**src/rtl/dds_serial_capture.sv**
```systemverilog
// Rebuilds 40-bit DDS serial load words (LSB first) from the async DDS lines and queues them.
// Latency: pin edge -> internal pulse 3 CLKA edges; strobed word visible at the head 1 cycle after the push.
// Backpressure: none toward the DDS lines; a good frame arriving at a full FIFO is dropped and flagged.
module dds_serial_capture #(
    parameter int FRAME_BITS = 40,
    parameter int FIFO_DEPTH = 4
) (
    input  logic        CLKA,
    input  logic        reset,
    input  logic        ddswclk,
    input  logic        ddsfqud,
    input  logic        ddsreset,
    input  logic        ddsdata,
    input  logic        rd_en,
    input  logic        err_clr,
    output logic        word_valid,
    output logic [31:0] freq_word,
    output logic [7:0]  ctrl_word,
    output logic [2:0]  fifo_cnt,
    output logic        frame_err,
    output logic        ovf_err,
    output logic [15:0] frames_total
);

    localparam int PW = (FIFO_DEPTH > 1) ? $clog2(FIFO_DEPTH) : 1;

    // Line index within the synchronizer vectors: 0 wclk, 1 fqud, 2 ddsreset, 3 data.
    logic [3:0]            sync1_q, sync1_d;
    logic [3:0]            sync2_q, sync2_d;
    logic [3:0]            edge_q,  edge_d;
    logic [FRAME_BITS-1:0] sr_q, sr_d;
    logic [5:0]            bit_cnt_q, bit_cnt_d;
    logic [FRAME_BITS-1:0] mem_q [FIFO_DEPTH];
    logic [FRAME_BITS-1:0] mem_d [FIFO_DEPTH];
    logic [PW-1:0]         wr_ptr_q, wr_ptr_d;
    logic [PW-1:0]         rd_ptr_q, rd_ptr_d;
    logic [2:0]            cnt_q, cnt_d;
    logic                  frame_err_q, frame_err_d;
    logic                  ovf_err_q, ovf_err_d;
    logic [15:0]           frames_total_q, frames_total_d;

    logic wclk_rise, fqud_rise, dds_rst, dbit;
    logic frame_good, frame_bad, fifo_full, pop, push, ovf_set;
    logic [FRAME_BITS-1:0] head;

    // Input conditioning, frame assembly, length check, FIFO and flag next-state.
    always_comb begin
        sync1_d = {ddsdata, ddsreset, ddsfqud, ddswclk};
        sync2_d = sync1_q;
        edge_d  = sync2_q;

        wclk_rise = sync2_q[0] & ~edge_q[0];
        fqud_rise = sync2_q[1] & ~edge_q[1];
        dds_rst   = sync2_q[2];
        // Data taken at the same sync depth as wclk so the bit lines up with its clock edge.
        dbit      = sync2_q[3];

        sr_d       = sr_q;
        bit_cnt_d  = bit_cnt_q;
        frame_good = 1'b0;
        frame_bad  = 1'b0;

        if (dds_rst) begin
            sr_d      = '0;
            bit_cnt_d = '0;
        end else begin
            if (wclk_rise) begin
                sr_d = {dbit, sr_q[FRAME_BITS-1:1]};
                if (bit_cnt_q != 6'd63) begin
                    bit_cnt_d = bit_cnt_q + 6'd1;
                end
            end
            // Length check sees the bit that may have arrived in this same cycle.
            if (fqud_rise) begin
                if (bit_cnt_d == 6'(FRAME_BITS)) begin
                    frame_good = 1'b1;
                end else begin
                    frame_bad = 1'b1;
                end
                bit_cnt_d = '0;
            end
        end

        fifo_full = (cnt_q == 3'(FIFO_DEPTH));
        pop       = rd_en && (cnt_q != 3'd0);
        push      = frame_good && (!fifo_full || pop);
        ovf_set   = frame_good && fifo_full && !pop;

        mem_d    = mem_q;
        wr_ptr_d = wr_ptr_q;
        rd_ptr_d = rd_ptr_q;
        cnt_d    = cnt_q;
        if (push) begin
            mem_d[wr_ptr_q] = sr_d;
            wr_ptr_d        = wr_ptr_q + PW'(1);
        end
        if (pop) begin
            rd_ptr_d = rd_ptr_q + PW'(1);
        end
        if (push && !pop) begin
            cnt_d = cnt_q + 3'd1;
        end else if (pop && !push) begin
            cnt_d = cnt_q - 3'd1;
        end

        // Clear first so a coincident set event wins.
        frame_err_d = frame_err_q;
        ovf_err_d   = ovf_err_q;
        if (err_clr) begin
            frame_err_d = 1'b0;
            ovf_err_d   = 1'b0;
        end
        if (frame_bad) begin
            frame_err_d = 1'b1;
        end
        if (ovf_set) begin
            ovf_err_d = 1'b1;
        end

        // Counts every accepted frame, including one dropped for lack of space.
        frames_total_d = frames_total_q + 16'(frame_good);
    end

    // State registers with asynchronous reset.
    always_ff @(posedge CLKA or posedge reset) begin
        if (reset) begin
            sync1_q        <= '0;
            sync2_q        <= '0;
            edge_q         <= '0;
            sr_q           <= '0;
            bit_cnt_q      <= '0;
            for (int i = 0; i < FIFO_DEPTH; i++) begin
                mem_q[i] <= '0;
            end
            wr_ptr_q       <= '0;
            rd_ptr_q       <= '0;
            cnt_q          <= '0;
            frame_err_q    <= 1'b0;
            ovf_err_q      <= 1'b0;
            frames_total_q <= '0;
        end else begin
            sync1_q        <= sync1_d;
            sync2_q        <= sync2_d;
            edge_q         <= edge_d;
            sr_q           <= sr_d;
            bit_cnt_q      <= bit_cnt_d;
            mem_q          <= mem_d;
            wr_ptr_q       <= wr_ptr_d;
            rd_ptr_q       <= rd_ptr_d;
            cnt_q          <= cnt_d;
            frame_err_q    <= frame_err_d;
            ovf_err_q      <= ovf_err_d;
            frames_total_q <= frames_total_d;
        end
    end

    // Show-ahead head, forced to zero when empty.
    assign head         = (cnt_q != 3'd0) ? mem_q[rd_ptr_q] : '0;
    assign word_valid   = (cnt_q != 3'd0);
    assign freq_word    = head[31:0];
    assign ctrl_word    = head[39:32];
    assign fifo_cnt     = cnt_q;
    assign frame_err    = frame_err_q;
    assign ovf_err      = ovf_err_q;
    assign frames_total = frames_total_q;

endmodule

```
**config.mk**
```make
export PLATFORM = sky130hd
export DESIGN_NAME = dds_serial_capture
export DESIGN_NICKNAME = d
export VERILOG_FILES = /design/src/rtl/dds_serial_capture.sv
export SDC_FILE = /design/constraint.sdc
export NUM_CORES = 1
export LEC_CHECK = 0
export BUFFER_PORTS_ARGS = -buffer_cell sky130_fd_sc_hd__buf_2
export CELL_PAD_IN_SITES_DETAIL_PLACEMENT = 0
export CELL_PAD_IN_SITES_GLOBAL_PLACEMENT = 1
export CORE_UTILIZATION = 30
export DETAILED_ROUTE_END_ITERATION = 8
export PLACE_DENSITY = 0.53
export REMOVE_ABC_BUFFERS = 1
export SLEW_MARGIN = 20
export SYNTH_ARGS = -nofsm -noshare
export SYNTH_HDL_FRONTEND = slang
export SYNTH_SLANG_ARGS = --single-unit
```
**constraint.sdc**
```tcl
create_clock -name CLKA -period 19.9 [get_ports CLKA]
set_input_delay 3.98 -clock CLKA [delete_from_list [all_inputs] [get_ports CLKA]]
set_output_delay 3.98 -clock CLKA [all_outputs]
set_load 0.01 [all_outputs]
```
Yosys cells after proc, flatten, opt, wreduce, memory -nomap -nowiden. Index checks and enable logic that the tools add are counted.

Input bits: 8. Output and inout bits: 62. Bits in registers: 241. Logic and storage cells: 73. Memories: 0. Bits in read-only memories: 0. Bits in latches: 0. RAM bits: 0.

$mul: 0. Shift operators: 0. Add/sub/neg operators: 6. Order comparisons: 3. Mux-type cells: 25. Equality and inequality tests: 3. Divide/modulo/power cells: 0. Reduce and logical (&&, ||, !) cells: 15. Bitwise gates (word level): 6.

Operator list (count): 2-to-1 mux 40 bit (6); bitwise mux 160 bit (1); binary-select mux 40 bit (select 2 bit) (1); demux 40 bit (select 2 bit) (1); 2-to-1 mux 6 bit (5); adder 16 x 1 -> 16 bit (1); 2-to-1 mux 1 bit (9); logical AND 1 bit (7); adder 6 x 1 -> 6 bit, second input constant (1); == test 6 bit, second input constant (1); greater-or-equal comparator 3 bit, second input constant (2); 2-to-1 mux 3 bit (2); inequality test 6 bit, second input constant (1); NOT 2 -> 3 bit (2); nonzero test 2 bit (3); adder 2 x 1 -> 2 bit, second input constant (2); adder 3 x 1 -> 3 bit, second input constant (1); == test 3 bit, second input constant (1); zero test 1 bit (3); less-than comparator 3 x 1 -> 1 bit, second input constant (1); nonzero test 3 bit (1); subtractor 3 x 1 -> 3 bit, second input constant (1); AND 1 bit (2); NOT 1 bit (2); logical OR 1 bit (1).

Longest topological paths before layout. Gate-level depths: netlist of run 1.

Depth after elaboration: 13. Depth in mapped cells: 12. Gate-level depth less buffers: 12.

Least setup slack after synthesis of run 1. No wires, ideal clock.

Path type: in2reg. From: input port rd_en. To: register cnt_q[1] (netlist: fifo_cnt[1]). Stages: 7. Required time: 19.775 ns. Arrival time: 5.880 ns. Setup slack: 13.895 ns. Path buffers: 0. Library setup time: 0.125 ns. Cell sequence: or4b_2 -> nor2b_1 -> and2_0 -> ha_1 -> inv_1 -> fa_1 -> mux2_2.

Elaborated cells on any way between the ends: 9. Those cells by class: 1 x mux; 8 x reduce/logical.

RTL lines: from (decl) (line 14) `input logic rd_en,`; logical AND 1 bit (line 85) `pop = rd_en && (cnt_q != 3'd0);`; logical OR 1 bit (line 86) `push = frame_good && (!fifo_full || pop);`; logical AND 1 bit (line 86); via push (line 43) `logic frame_good, frame_bad, fifo_full, pop, push, ovf_set;`; logical AND 1 bit (line 100) `if (push && !pop) begin`; 2-to-1 mux 3 bit (line 100); via cnt_d[1] (line 37) `logic [2:0] cnt_q, cnt_d;`; to (signal assigned) (line 150) `cnt_q <= cnt_d;`; to (decl) (line 37).

The timed path passes the listed nets, and every way through them passes these cells. A chain may end at the register's enable or synchronous reset.

Worst setup path after layout of run 1.
From: register rd_ptr_q[1]. To: output port freq_word[8].

Word-level cells in the longest chain between the ends: 5.

Ends and longest elaborated chain: from (decl) (line 36) `logic [PW-1:0] rd_ptr_q, rd_ptr_d;`; from (signal assigned) (line 149) `rd_ptr_q <= rd_ptr_d;`; NOT 2 -> 3 bit (implied by the code) (line 158) `assign head = (cnt_q != 3'd0) ? mem_q[rd_ptr_q] : '0;`; binary-select mux 40 bit (select 2 bit) (line 158); 2-to-1 mux 40 bit (implied by the code) (2 in series) (line 158); 2-to-1 mux 40 bit (line 158); to (decl) (line 17) `output logic [31:0] freq_word,`.

Every way passes these cells. The select of a mux whose other input is x is not followed.

==> metrics, run 1 <==
critical path endpoint category=output port; Slew @ Worst Pin=880 ps; CTS root buf=clkbuf_16; worst-skew pair later-pin latency=530 ps; Synth Flop Type=dfrtp_1; Tot GR Track Use=13.4%; startpoint types=flop; final antenna-violating net count=0; Placed Cells=1254; Setup CP Type=reg2out; Clock Tree Buf Depth=3; Die X-Extent=189 um; # setup viols final=0; max_cap viols=0; syn_area_per_cell=13.8 um2; arrival time worst endpoint=2520 ps; gp weighted congestion=0.696; DP Worst Slack=13310 ps; Worst-path clk slew=60 ps; Post-CTS Setup Inserts=0; Data required, critical path=15920 ps; Initial Util=30.4%; area grow syn2layout=17.2%; IR Drop Worst-Case VDD=0.0000518 V; Via density=4.75; Pre-antenna DRT Iters=4; Synth Area in Simple Gates=8.77%; worst r2r src=edge_q[0]$_DFF_PP0_; routed len/inst=17.7 um; crit path time final=6500 ps; DP HPWL=12.5 mm; CTS resizes=0; DR iter-0 viols=189; area share of fa/ha/maj cells after synthesis=1.14%; vias in the first global route=6662; final period utilization=32.7%; share of layout cells above drive strength 1=39.8%; worst hold start=sync1_q[2]$_DFF_PP0_; EDFF count, synth=0; FF/Latch Area=6030 um2; initial antenna violation count=0; total congestion overflow=0; ys async rst share=100%; XOR/XNOR share of the synthesized area=1.75%; max-slew violations=0; n_diodes=0; hold_buf cts=0; Synth Cell Area=10500 um2; final hold vios=0; setup TNS=0 ps; Final #Nets=846; Ports=70; combinational family with the most area after synthesis=multiplexers; Synth Area in Compound Gates=2.73%; first-pass GRT wire length=38.0 mm; floorplan row count=68; CTS H-tree depth=1; distinct cell type count after synthesis=38; die area=35800 um2; Seq/Total Area, Yosys=57.4%; PwrDens=84.4 nW/um2; RSZ-0062 raised after global routing=false; DRC errors left=0; Setup WS post-layout=13400 ps; Core Area=34500 um2; Syn Inst Count=764; worst slew margin relative to its limit=41.3%; Yosys reg bits=241; combined area of the multi-input logic cells=4290 um2; Chip Height=189 um; Fill cells=3484; Yosys warning count=0; port buffer count=69; Final Skew=7.85 ps; clock sinks=241; CTS tree=built; outcome=complete, no violations; Worst Path Max Fanout=41; r2r setup slk=16290 ps; vias=6198; final wirelength=23.1 mm; P_leak=5.96 nW; Worst Hold Class=reg2reg; largest net degree at the start of global routing=120; non-filler cells, final=1304; CP startpoint=rd_ptr_q[1]$_DFFE_PP0P_; Max Fclk=0.154 GHz; mux cell area share after synthesis=26.1%; total CTS buffers=28; utilization after layout=35.7%
-- path summary, 6_finish.rpt --
path / endpoint / cells past startpoint
hold / removal: edge_d[2]$_DFF_PP0_ / 0
setup reg to reg: fifo_cnt[2]$_DFFE_PP0P_ / 12
setup / recovery: freq_word[8] / 4
hold reg to reg: edge_d[2]$_DFF_PP0_ / 0
max in group asynchronous: rd_ptr_q[0]$_DFFE_PP0P_ / 4
min in group asynchronous: mem_q[94]$_DFFE_PP0P_ / 2
-- metrics by stage --
| step | power, mW | cell area (um2) | hold slack, ps |
|---|---|---|---|
| 3_3_place_gp | 0.522 | 11400 | 335 |
| 6_report | 1.04 | 12300 | 346 |
| 4_1_cts | 1.06 | 12300 | 348 |
| 5_1_grt | 1.08 | 12300 | 357 |
| 3_5_place_dp | 0.522 | 11400 | 336 |
| 2_1_floorplan | 0.513 | 10300 | 331 |
-- power by group --
part           switching [mW]  internal [mW]  total (mW)  leakage [nW]
Combinational          0.0168        0.00266      0.0195          2.15
Sequential           0.000967          0.492       0.493          3.34
Clock                   0.198          0.329       0.527         0.477
Total                   0.216          0.824        1.04          5.96
-- layer usage --
metal / track usage [%] / part of all wire, % / routed length, um
met1: 19.4 / 50 / 11500
met4: 3.10 / 1.9 / 440
met3: 1.89 / 2.6 / 601
met5: 0 / 0 / 0
met2: 21.2 / 46 / 10600
-- synthesized netlist by cell type, types with 2 or more instances --
cell type	instances	area (um2)
xnor2_1	15	131
buf_2	17	85.1
nor2_1	11	41.3
xor2_1	6	52.6
and4_1	2	17.5
buf_1	8	30.0
mux2_2	162	1820
mux4_2	40	901
clkbuf_1	21	78.8
and2_1	41	257
dfrtp_1	241	6030
nand3_1	13	65.1
nand4_1	5	31.3
nor2b_1	5	31.3
inv_1	7	26.3
a21oi_1	44	220
nand2b_1	2	12.5
and4b_1	2	20.0
or3_1	2	12.5
nor3_1	4	20.0
ha_1	8	100
mux2i_1	2	20.0
and3_1	6	37.5
nand2_1	86	323
-- sequential cells by signal (all words and copies together), names as in the netlist --
signal / flops
frame_err: 1
ovf_err: 1
frames_total: 16
rd_ptr_q: 2
edge_q: 2
mem_q: 160
sync1_q: 4
fifo_cnt: 3
sr_q: 40
edge_d: 4
wr_ptr_q: 2
bit_cnt_q: 6
-- critical path, cell delays in order (launching register included) --
cell and delay [ps]:
dfrtp_2 340, buf_4 670, mux4_2 600, and2_1 200, buf_2 150
-- cell families (layout without fill, tap and decap cells) --
family | after synthesis | after routing
flip-flops | 241 | 241
adder cells (fa/ha/maj) | 9 | 9
AO/OA/AOI/OAI | 52 | 52
buffers and inverters | 53 | 138
XOR/XNOR | 21 | 21
multiplexers | 204 | 204
AND/OR/NAND/NOR | 184 | 184
-- layout by cell type (no fill, tap or decap), types with 2 or more instances in the layout --
cell       instances
nor2_1            11
and4_1             2
or3_1              2
mux2_2           162
nand3_1            9
clkinv_2           5
mux2i_1            2
xor2_1             6
ha_1               8
nor2b_1            4
buf_4             12
mux4_2            40
clkbuf_1           6
dfrtp_1          239
bufinv_16          3
buf_2             69
nand3_2            4
nand4_1            5
and3_1             6
and4b_1            2
dfrtp_2            2
nor3_1             4
inv_1              6
clkbuf_16         29
xnor2_1           15
clkbuf_8           7
and2_1            41
nand2_1           86
a21oi_1           44
-- cell type report --
type                    count  share of cell area, %
multi-input cells         470                   34.8
clock inverters             8                  0.934
clock buffers              42                   6.86
flip-flops and latches    241                   49.0
inverters                   7                  0.274
repair buffers             81                   3.53
well taps                 455                   4.62
(Power assumes the default switching activity.)
==> run 2, diff against run 1 <==
- PLACE_DENSITY: 0.53 -> 0.55
- clock period: 19.9 -> 5.3 ns (I/O delays scaled with it)
==> run 2 against run 1 <==
Flip-flop and latch count did not move. Count of clock-buffer cells in the layout is 3 higher. Clock skew increased by 3.7 ps. Clock power grew to 3.3 times the previous value. Critical path type unchanged. Setup slack got worse by 12000 ps. Largest cell class unchanged. Largest power group is now registers. Die area is the same.
==> metrics, run 2 (same netlist as run 1, synthesis figures left out) <==
worst-skew pair later-pin latency=530 ps; outcome=complete, no violations; vias in the first global route=6742; startpoint types=flop; Setup WS post-layout=1490 ps; n_diodes=0; gp weighted congestion=0.723; Pre-antenna DRT Iters=5; FF-to-FF End=mem_q[101]$_DFFE_PP0P_; Data required, critical path=4240 ps; largest net degree at the start of global routing=115; clock sinks=241; CTS H-tree depth=1; Placed Cells=1258; die area=35800 um2; floorplan row count=68; P_leak=5.89 nW; hold path endpoint=edge_d[3]$_DFF_PP0_; WHS Path Cells=0; Ports=70; hold_buf cts=0; vias=6192; share of layout cells above drive strength 1=39.0%; reg2reg path depth=8; Core Area=34500 um2; final wirelength=23.1 mm; Worst-path clk slew=50 ps; area grow syn2layout=16.1%; Final Skew=11.6 ps; worst r2r src=bit_cnt_q[0]$_DFF_PP0_; Setup CP Type=reg2out; Slew @ Worst Pin=850 ps; RSZ-0062 raised after global routing=false; worst slew margin relative to its limit=43.3%; Clock Tree Buf Depth=3; Fill cells=3461; CTS resizes=0; CTS tree=built; final period utilization=71.9%; PwrDens=299 nW/um2; routed len/inst=17.7 um; setup TNS=0 ps; first-pass GRT wire length=38.0 mm; non-filler cells, final=1304; Max Fclk=0.263 GHz; final hold slack=350 ps; max_cap viols=0; critical path endpoint category=output port; r2r setup slk=1770 ps; total CTS buffers=27; Largest Register=mem_q; Via density=4.75; arrival time worst endpoint=2750 ps; Final #Nets=849; final antenna-violating net count=0; Chip Height=189 um; port buffer count=69; Worst Hold Class=reg2reg; DRC errors left=0; Die X-Extent=189 um; DR iter-0 viols=297; total congestion overflow=0; max-slew violations=0; # setup viols final=0; Post-CTS Setup Inserts=0; IR Drop Worst-Case VDD=0.000215 V; final hold vios=0; commonest non-fill, non-tap cell in the layout=dfrtp_1; worst hold start=sync1_q[3]$_DFF_PP0_; Initial Util=30.4%; DP HPWL=13.5 mm; most frequent cells in the layout=dfrtp_1, mux2_2, nand2_1, buf_2, a21oi_1; initial antenna violation count=1; Largest register FFs=160; DP Worst Slack=1680 ps; Tot GR Track Use=13.4%; Worst Path Max Fanout=22; CTS root buf=clkbuf_16; crit path time final=3810 ps
==> run 2: area by class of cell <==
type | instances | area [um2] | share of cell area [%]
Clock buffer | 45 | 793 | 6.50
Clock inverter | 1 | 8.76 | 0.0718
Inverter | 7 | 33.8 | 0.277
Tap cell | 455 | 569 | 4.66
Timing Repair Buffer | 85 | 478 | 3.92
Sequential cell | 241 | 6030 | 49.4
Multi-Input combinational cell | 470 | 4290 | 35.1
==> run 2: worst max path at each step <==
stage	start	end	slack, ps	cells past startpoint
3_3_place_gp	rd_en	mem_q[102]$_DFFE_PP0P_	1730	6
4_1_cts	rd_ptr_q[0]$_DFFE_PP0P_	freq_word[25]	1360	4
3_5_place_dp	rd_en	mem_q[101]$_DFFE_PP0P_	1680	6
5_1_grt	rd_ptr_q[0]$_DFFE_PP0P_	freq_word[25]	1290	4
6_report	rd_ptr_q[0]$_DFFE_PP0P_	freq_word[28]	1490	4
2_1_floorplan	reset	bit_cnt_q[0]$_DFF_PP0_	-2380	1
==> run 2: through the flow <==
step / instance area, um2 / power, mW / utilization (%)
CTS: 12200 / 3.72 / 35.3
finish: 12200 / 3.65 / 35.3
global placement: 11400 / 1.96 / 33.0
global route: 12200 / 3.80 / 35.3
floorplan: 10300 / 1.93 / -
detailed placement: 11400 / 1.96 / 33.0
==> run 2: critical path, cell delays in order, from the launching register on <==
cell and delay (ps):
dfrtp_2 830, buf_4 500, mux4_2 560, and2_1 170, buf_2 130
==> run 2: metal layers <==
metal	share of wire (%)	wire, um	global-route usage [%]
met4	2.0	472	3.23
met2	47	10900	21.8
met5	0	0	0
met3	3.2	748	1.91
met1	47	11000	18.7
==> run 2: power breakdown <==
part / switching (mW) / internal, mW
Combinational: 0.0624 / 0.0110
Sequential: 0.00505 / 1.85
Clock: 0.716 / 1.01
Total: 0.784 / 2.86
